==> src/rtl/reg_rename_file.sv <==
// rtl/reg_rename_file.sv - architectural register file with rename (busy/tag) table and NRD read ports
module reg_rename_file #(
  parameter int XLEN    = 32,
  parameter int NREG    = 32,
  parameter int ROB_BIT = 4,
  parameter int NRD     = 2,
  localparam int RIDX   = $clog2(NREG)
) (
  input  logic                   clk_in,
  input  logic                   rst_in,
  input  logic                   rdy_in,
  input  logic                   flush_in,
  input  logic                   commit_en,
  input  logic [RIDX-1:0]        commit_rd,
  input  logic [XLEN-1:0]        commit_val,
  input  logic [ROB_BIT-1:0]     commit_tag,
  input  logic                   rename_en,
  input  logic [RIDX-1:0]        rename_rd,
  input  logic [ROB_BIT-1:0]     rename_tag,
  input  logic [NRD*RIDX-1:0]    rd_idx,
  output logic [NRD*XLEN-1:0]    rd_val,
  output logic [NRD-1:0]         rd_busy,
  output logic [NRD*ROB_BIT-1:0] rd_tag,
  output logic [NRD*ROB_BIT-1:0] rob_qtag,
  input  logic [NRD-1:0]         rob_qready,
  input  logic [NRD*XLEN-1:0]    rob_qval
);

  logic [XLEN-1:0]    val_q [NREG];
  logic [XLEN-1:0]    val_d [NREG];
  logic [NREG-1:0]    busy_q;
  logic [NREG-1:0]    busy_d;
  logic [ROB_BIT-1:0] tag_q [NREG];
  logic [ROB_BIT-1:0] tag_d [NREG];

  // Next-state of the register file and rename table; x0 (index 0) is never touched.
  always_comb begin
    val_d  = val_q;
    busy_d = busy_q;
    tag_d  = tag_q;
    if (rdy_in) begin
      for (int i = 1; i < NREG; i++) begin
        if (commit_en && commit_rd == RIDX'(i)) begin
          // The retired value always lands, even while a flush discards renames.
          val_d[i] = commit_val;
          // Only the youngest producer may clear the rename; a same-cycle rename keeps it busy.
          if (!flush_in && tag_q[i] == commit_tag &&
              !(rename_en && rename_rd == RIDX'(i))) begin
            busy_d[i] = 1'b0;
            tag_d[i]  = '0;
          end
        end
        if (flush_in) begin
          busy_d[i] = 1'b0;
          tag_d[i]  = '0;
        end else if (rename_en && rename_rd == RIDX'(i)) begin
          busy_d[i] = 1'b1;
          tag_d[i]  = rename_tag;
        end
      end
    end
  end

  // State registers with synchronous reset; hold is folded into the _d logic.
  always_ff @(posedge clk_in) begin
    if (rst_in) begin
      for (int i = 0; i < NREG; i++) begin
        val_q[i] <= '0;
        tag_q[i] <= '0;
      end
      busy_q <= '0;
    end else begin
      val_q  <= val_d;
      busy_q <= busy_d;
      tag_q  <= tag_d;
    end
  end

  for (genvar k = 0; k < NRD; k++) begin : g_rd
    logic [RIDX-1:0]    r;
    logic [XLEN-1:0]    v;
    logic               b;
    logic [ROB_BIT-1:0] t;
    logic [XLEN-1:0]    qv;

    assign r  = rd_idx[k*RIDX +: RIDX];
    assign qv = rob_qval[k*XLEN +: XLEN];

    // Operand lookup: same-cycle rename, then pending rename (with commit bypass), then file value.
    always_comb begin
      v = '0;
      b = 1'b0;
      t = '0;
      if (r != '0) begin
        if (rename_en && rename_rd == r) begin
          // A freshly allocated tag cannot be retiring this cycle, so ask the ROB.
          t = rename_tag;
          v = qv;
          b = !rob_qready[k];
        end else if (busy_q[r]) begin
          t = tag_q[r];
          if (commit_en && commit_tag == tag_q[r]) begin
            v = commit_val;
            b = 1'b0;
          end else begin
            v = qv;
            b = !rob_qready[k];
          end
        end else begin
          v = val_q[r];
        end
      end
    end

    assign rd_val[k*XLEN +: XLEN]       = v;
    assign rd_busy[k]                   = b;
    assign rd_tag[k*ROB_BIT +: ROB_BIT]   = t;
    assign rob_qtag[k*ROB_BIT +: ROB_BIT] = t;
  end

endmodule

==> config.mk <==
export PLATFORM = sky130hd
export DESIGN_NAME = reg_rename_file
export DESIGN_NICKNAME = d
export VERILOG_FILES = /design/src/rtl/reg_rename_file.sv
export SDC_FILE = /design/constraint.sdc
export NUM_CORES = 2
export LEC_CHECK = 0
export CORE_ASPECT_RATIO = 0.75
export CORE_MARGIN = 1.5
export CORE_UTILIZATION = 32
export DETAILED_ROUTE_END_ITERATION = 7
export GPL_ROUTABILITY_DRIVEN = 0
export SLEW_MARGIN = 30
export SYNTH_ARGS = -nofsm -noshare
export SYNTH_HDL_FRONTEND = slang
export SYNTH_SLANG_ARGS = --single-unit
==> constraint.sdc <==
create_clock -name clk_in -period 3.9 [get_ports clk_in]
set_clock_uncertainty 0.1 [all_clocks]
set_input_delay 0.78 -clock clk_in [delete_from_list [all_inputs] [get_ports clk_in]]
set_output_delay 0.78 -clock clk_in [all_outputs]
set_load 0.02 [all_outputs]
* Word-level counts from Yosys, hierarchy flattened
Cells that the tools add are included.
** Word-level totals
- Bits in registers :: 1147
- ROM bits :: 0
- Logic and storage cells :: 770
- Input port bits :: 132
- Bits in latches :: 0
- Output and inout port bits :: 82
- Memories :: 0
- Memory bits (writable) :: 0
** Cells by class
- Shift operators :: 0
- Mux-type cells :: 286
- Order comparisons :: 4
- Divide/modulo/power cells :: 0
- Reduce and logical (&&, ||, !) cells :: 288
- Add/sub/neg operators :: 0
- Eq/ne operators :: 97
- $mul :: 0
- Bitwise gates (word level) :: 2
** Operators with widths (count)
- 2-to-1 mux 4 bit :: 134
- 2-to-1 mux 32 bit :: 12
- binary-select mux 32 bit (select 5 bit) :: 2
- nonzero test 3 bit :: 62
- == test 5 bit (second input constant) :: 32
- 2-to-1 mux 1 bit :: 134
- == test 4 bit :: 33
- logical AND 1 bit :: 128
- AND reduction 3 bit :: 31
- == test 5 x 4 -> 1 bit (second input constant) :: 16
- AND reduction 2 bit :: 31
- binary-select mux 4 bit (select 5 bit) :: 2
- == test 5 x 3 -> 1 bit (second input constant) :: 8
- zero test 1 bit :: 34
- == test 5 x 2 -> 1 bit (second input constant) :: 4
- greater-or-equal comparator 6 bit (second input constant) :: 2
- less-than comparator 5 x 6 -> 1 bit (second input constant) :: 2
- inverter 5 -> 6 bit :: 2
- binary-select mux 1 bit (select 5 bit) :: 2
- == test 5 x 1 -> 1 bit (second input constant) :: 2
- == test 5 bit :: 2
- nonzero test 5 bit :: 2

* Depth between registers and ports, before layout
- Depth after elaboration :: 10
- Mapped depth :: 14
- Mapped depth without buffers :: 8

* Worst setup path after synthesis
OpenSTA, ideal clock, no wires.
- Kind :: input to output
- From :: input port rd_idx[1]
- To :: output port rd_val[11]
- Data arrival time :: 3.307 ns
- Required time :: 3.020 ns
- Stages on the path :: 11
- Setup slack :: -0.287 ns
- Cells stage by stage :: buf_4 > buf_6 > nor2b_1 > clkbuf_1 > a22oi_1 > a221oi_1 > mux2_2 > o2111ai_2 > buf_6 > mux2i_1 > a21oi_1
** Between the ends
- Longest elaborated chain between the ends :: 10
** RTL lines
- start: declaration :: line 20 : input logic [NRD*RIDX-1:0] rd_idx,
- inverter 5 -> 6 bit (not written as such) :: line 102, 110
- binary-select mux 4 bit (select 5 bit) :: line 102 : if (commit_en && commit_tag == tag_q[r]) begin
- 2-to-1 mux 4 bit (not written as such) (2 in series) :: line 102
- == test 4 bit :: line 102
- logical AND 1 bit :: line 102
- 2-to-1 mux 32 bit :: line 102
- 2-to-1 mux 32 bit :: line 100 : end else if (busy_q[r]) begin
- 2-to-1 mux 32 bit :: line 95 : if (rename_en && rename_rd == r) begin
- 2-to-1 mux 32 bit * :: line 94 : if (r != '0) begin
- end: declaration :: line 21 : output logic [NRD*XLEN-1:0] rd_val,
Every way passes the cells marked *; elsewhere a longest branch is shown, timed or not. The select of a mux whose other input is x is not followed.

* Worst setup path in the final report
- From :: register tag_q[102] (netlist name)
- To :: output port rd_val[56]
** Between the ends
- Longest elaborated chain between the ends :: 9
** RTL lines
- start: declaration :: line 33 : logic [ROB_BIT-1:0] tag_q [NREG];
- start signal: assignment :: line 75 : tag_q <= tag_d;
- binary-select mux 4 bit (select 5 bit) :: line 102
- 2-to-1 mux 4 bit (not written as such) (2 in series) :: line 102
- == test 4 bit :: line 102
- logical AND 1 bit :: line 102
- 2-to-1 mux 32 bit :: line 102
- 2-to-1 mux 32 bit :: line 100
- 2-to-1 mux 32 bit :: line 95
- 2-to-1 mux 32 bit :: line 94
Every way passes these cells. The select of a mux whose other input is x is not followed.

==> summary.md <==
| Metric | Value |
|---|---|
| Yosys warns | `0` |
| DP HPWL | `177000 um` |
| R2R depth | `6` |
| Die ar. | `196000 um2` |
| Yosys cell types | `approximately 60` |
| FF+latch count, synth | `1147` |
| CTS Sinks | `approximately 1100` |
| Prevailing post-synth register cell | `dfxtp_1` |
| Post-layout minimum cycle time | `4.56 ns` |
| Required time worst endpoint | `3.02 ns` |
| Share of the yosys chip area belonging to registers | `between 30% and 40%` |
| # Max-Cap Violations | `0` |
| DRT Pass-1 Iters | `7` |
| Share of cells above drive strength 1 | `26.1%` |
| Synth Net Count | `7088` |
| Detailed-route via count | `59987` |
| Initial antenna violation count | `18` |
| Number of CTS-inserted buffers | `between 100 and 150` |
| Clock Pin Slew Worst Setup and Hold Paths | `0.06 ns` |
| Worst hold margin | `0.365 ns` |
| First-pass GRT wire length | `between 400000 and 500000 um` |
| Post-DR vias/cell | `6.07` |
| Commonest non-fill, non-tap cells in the layout | `nand2_1 (2038), dfxtp_1 (1118), a21oi_1 (1084)` |
| Largest net degree at the start of global routing | `between 100 and 150` |
| Critical Path AT | `3.68 ns` |
| PnR worst setup slack | `-0.664 ns` |
| Critical R2R Capture | `tag_q[37]` |
| Most common cell after layout, fill and taps aside | `nand2_1` |
| Slowest CP cell | `mux4_2` |
| DRT iter0 DRCs | `10543` |
| Fin. max-slew vios | `0` |
| Clock Latency Late Sink | `0.80 ns` |
| Post-Synthesis Cells | `6956` |
| Cell Chain, Critical Path | `mux4_2 > a22o_4 > nor4_4 > xor2_1 > and3_4 > and3_4 > clkbuf_16 > a221o_1 > buf_6` |
| Final setup TNS | `-38.55 ns` |
| Setup violators final | `72` |
| CP most frequent cell | `and3_4` |
| Largest stage delay, worst path | `0.51 ns` |
| Placement Cell Area | `about 71000 um2` |
| Layout Nets | `about 7400` |
| Root Buffer Master | `clkbuf_16` |
| EDFF count, synth | `0` |
| # placed instances | `9604` |
| # DRC | `0` |
| Fin util | `40.1%` |
| Clock Path Buffers | `3` |
| Worst hold path stage count | `2` |
| Hold Vio Cnt, Final | `0` |
| HP Start | `val_q[339]` |
| Initial Util | `32.3%` |
| Crit Path Class | `flop to primary output` |
| Status | `complete, but fails checks` |
| Routed length per placed instance | `28.9 um` |
| Reg2reg setup slack | `1.88 ns` |
| Fraction of registers with async set/reset | `0%` |
| Pwr per Cell Area | `364 nW/um2` |
| Worst hold-check path type | `flop to flop` |
| Static Leak | `roughly 26 nW` |
| RSZ-0062 raised after global routing | `yes` |
| Setup WS pre-CTS | `-1.36 ns` |
| Part of the cycle the worst path needs | `117%` |
| Avg Inst Size Synth | `8.91 um2` |
| CTS tree | `built` |
| Buf/Inv on CP | `2` |
| Least-Margin Pin Slew | `around 1 ns` |
| GRT Total Usage | `28.1%` |
| Total grt overflow | `0` |
| Number of global-route vias before repair | `56672` |
| Total chip power | `28.1 mW` |
| Routed WL | `285000 um` |
| Synthesis-to-layout area growth | `24.3%` |
| Ports | `214` |
| Die Span X | `just over 500 um` |
| Placeable Area | `about 190000 um2` |
| Design Area, Final | `77000 um2` |
| Antenna viol nets, final | `0` |
| CP endpoint kind | `primary output` |
| Slew headroom | `33.1%` |
| FP Rows | `139` |
| # port buffers | `213` |
| Max VDD drop | `0.462 mV` |
| Failing checks | `negative setup slack` |
| Hold Path End | `val_q[339]` |
| Worst Path Max Fanout | `5` |
| Worst path top cell family by delay | `simple AND/OR/NAND/NOR gates` |
| Fmax | `approximately 0.22 GHz` |
| Mapped cell area | `62000 um2` |
| CP startpoint kind | `flop` |
| Die H | `384 um` |
| H-tree depth | `4` |
| Crit Reg-Reg Startpoint | `tag_q[37]` |
| Non-Filler Instances | `9888` |
## cells by family after synthesis
logic type / after synthesis / synth area share [%]
AND/OR/NAND/NOR: 2600 / 16.4
AO/OA/AOI/OAI: 1509 / 13.9
flip-flops: 1147 / 37.0
multiplexers: 806 / 25.6
buffers and inverters: 754 / 5.06
XOR/XNOR: 140 / 1.98
## synthesized netlist by cell type (all sizes together) (21+ instances only)
master / count / share of area, %
nor2b: 24 / 0.24
nor2: 357 / 2.2
mux2i: 113 / 1.8
mux2: 77 / 1.4
nor3: 31 / 0.25
nand2: 2065 / 13
o211ai: 31 / 0.38
a21oi: 1121 / 9.1
nand3: 24 / 0.19
clkbuf: 567 / 3.4
dfxtp: 1147 / 37
buf: 169 / 1.5
xnor2: 67 / 0.95
xor2: 73 / 1.0
a22oi: 147 / 1.8
mux4: 616 / 22
a221o: 21 / 0.34
o21ai: 49 / 0.40
nand2b: 31 / 0.31
a22o: 55 / 0.78
nand4: 23 / 0.23
## where the power goes
group	switching, mW	leakage (nW)	internal [mW]
Sequential	0.0366	9.25	11.8
Combinational	2.06	14.6	1.25
Clock	5.47	2.17	7.48
Total	7.57	26.0	20.5
## state kept, by name, summed over array words and instances, names as in the netlist
signal and flops:
val_q 992, tag_q 124, busy_q 31
## final cells by class
cell class | instances | area [um2]
clock buffers | 193 | 3800
diodes | 8 | 20.0
fillers | 18558 | 115000
inverters | 18 | 77.6
multi-input cells | 5055 | 37200
well taps | 2538 | 3180
flip-flops and latches | 1147 | 23000
clock inverters | 41 | 626
repair buffers | 888 | 9100
## timing repair
action | in CTS | in global routing
gates cloned | 6 | 3
gates resized for setup | 507 | 167
hold buffers | 0 | 0
pin swaps | 28 | 25
setup endpoints to repair | 82 | 82
setup buffers | 19 | 19
## how the worst max path moves through the flow
stage | start | to | slack, ns | depth (start not counted)
floorplan | rd_idx[5] | rd_busy[1] | -0.04 | 11
global placement | rd_idx[5] | rd_val[34] | -1.35 | 11
detailed placement | rd_idx[5] | rd_val[34] | -1.36 | 11
CTS | tag_q[115] | rd_val[12] | -0.59 | 12
global route | tag_q[102] | rd_val[56] | -0.70 | 9
finish | tag_q[102] | rd_val[56] | -0.66 | 9
## worst reg2reg max path, delay by kind of cell, from the launching register on
family / cells / cell delay [ns]
compound gates: 2 / 0.52
xor+xnor: 1 / 0.06
buf+inv: 1 / 0.18
flops: 1 / 0.48
simple gates: 2 / 0.54
## per-layer routing
layer  routed length (um)  vias up  GRT usage [%]
li1                     -    25104              -
met1               105000    29329           36.5
met2               119000     4573           40.5
met3                40500      963           8.78
met4                20300       18           17.1
met5                  155        -          0.192
Power figures use the tool's default switching activity.
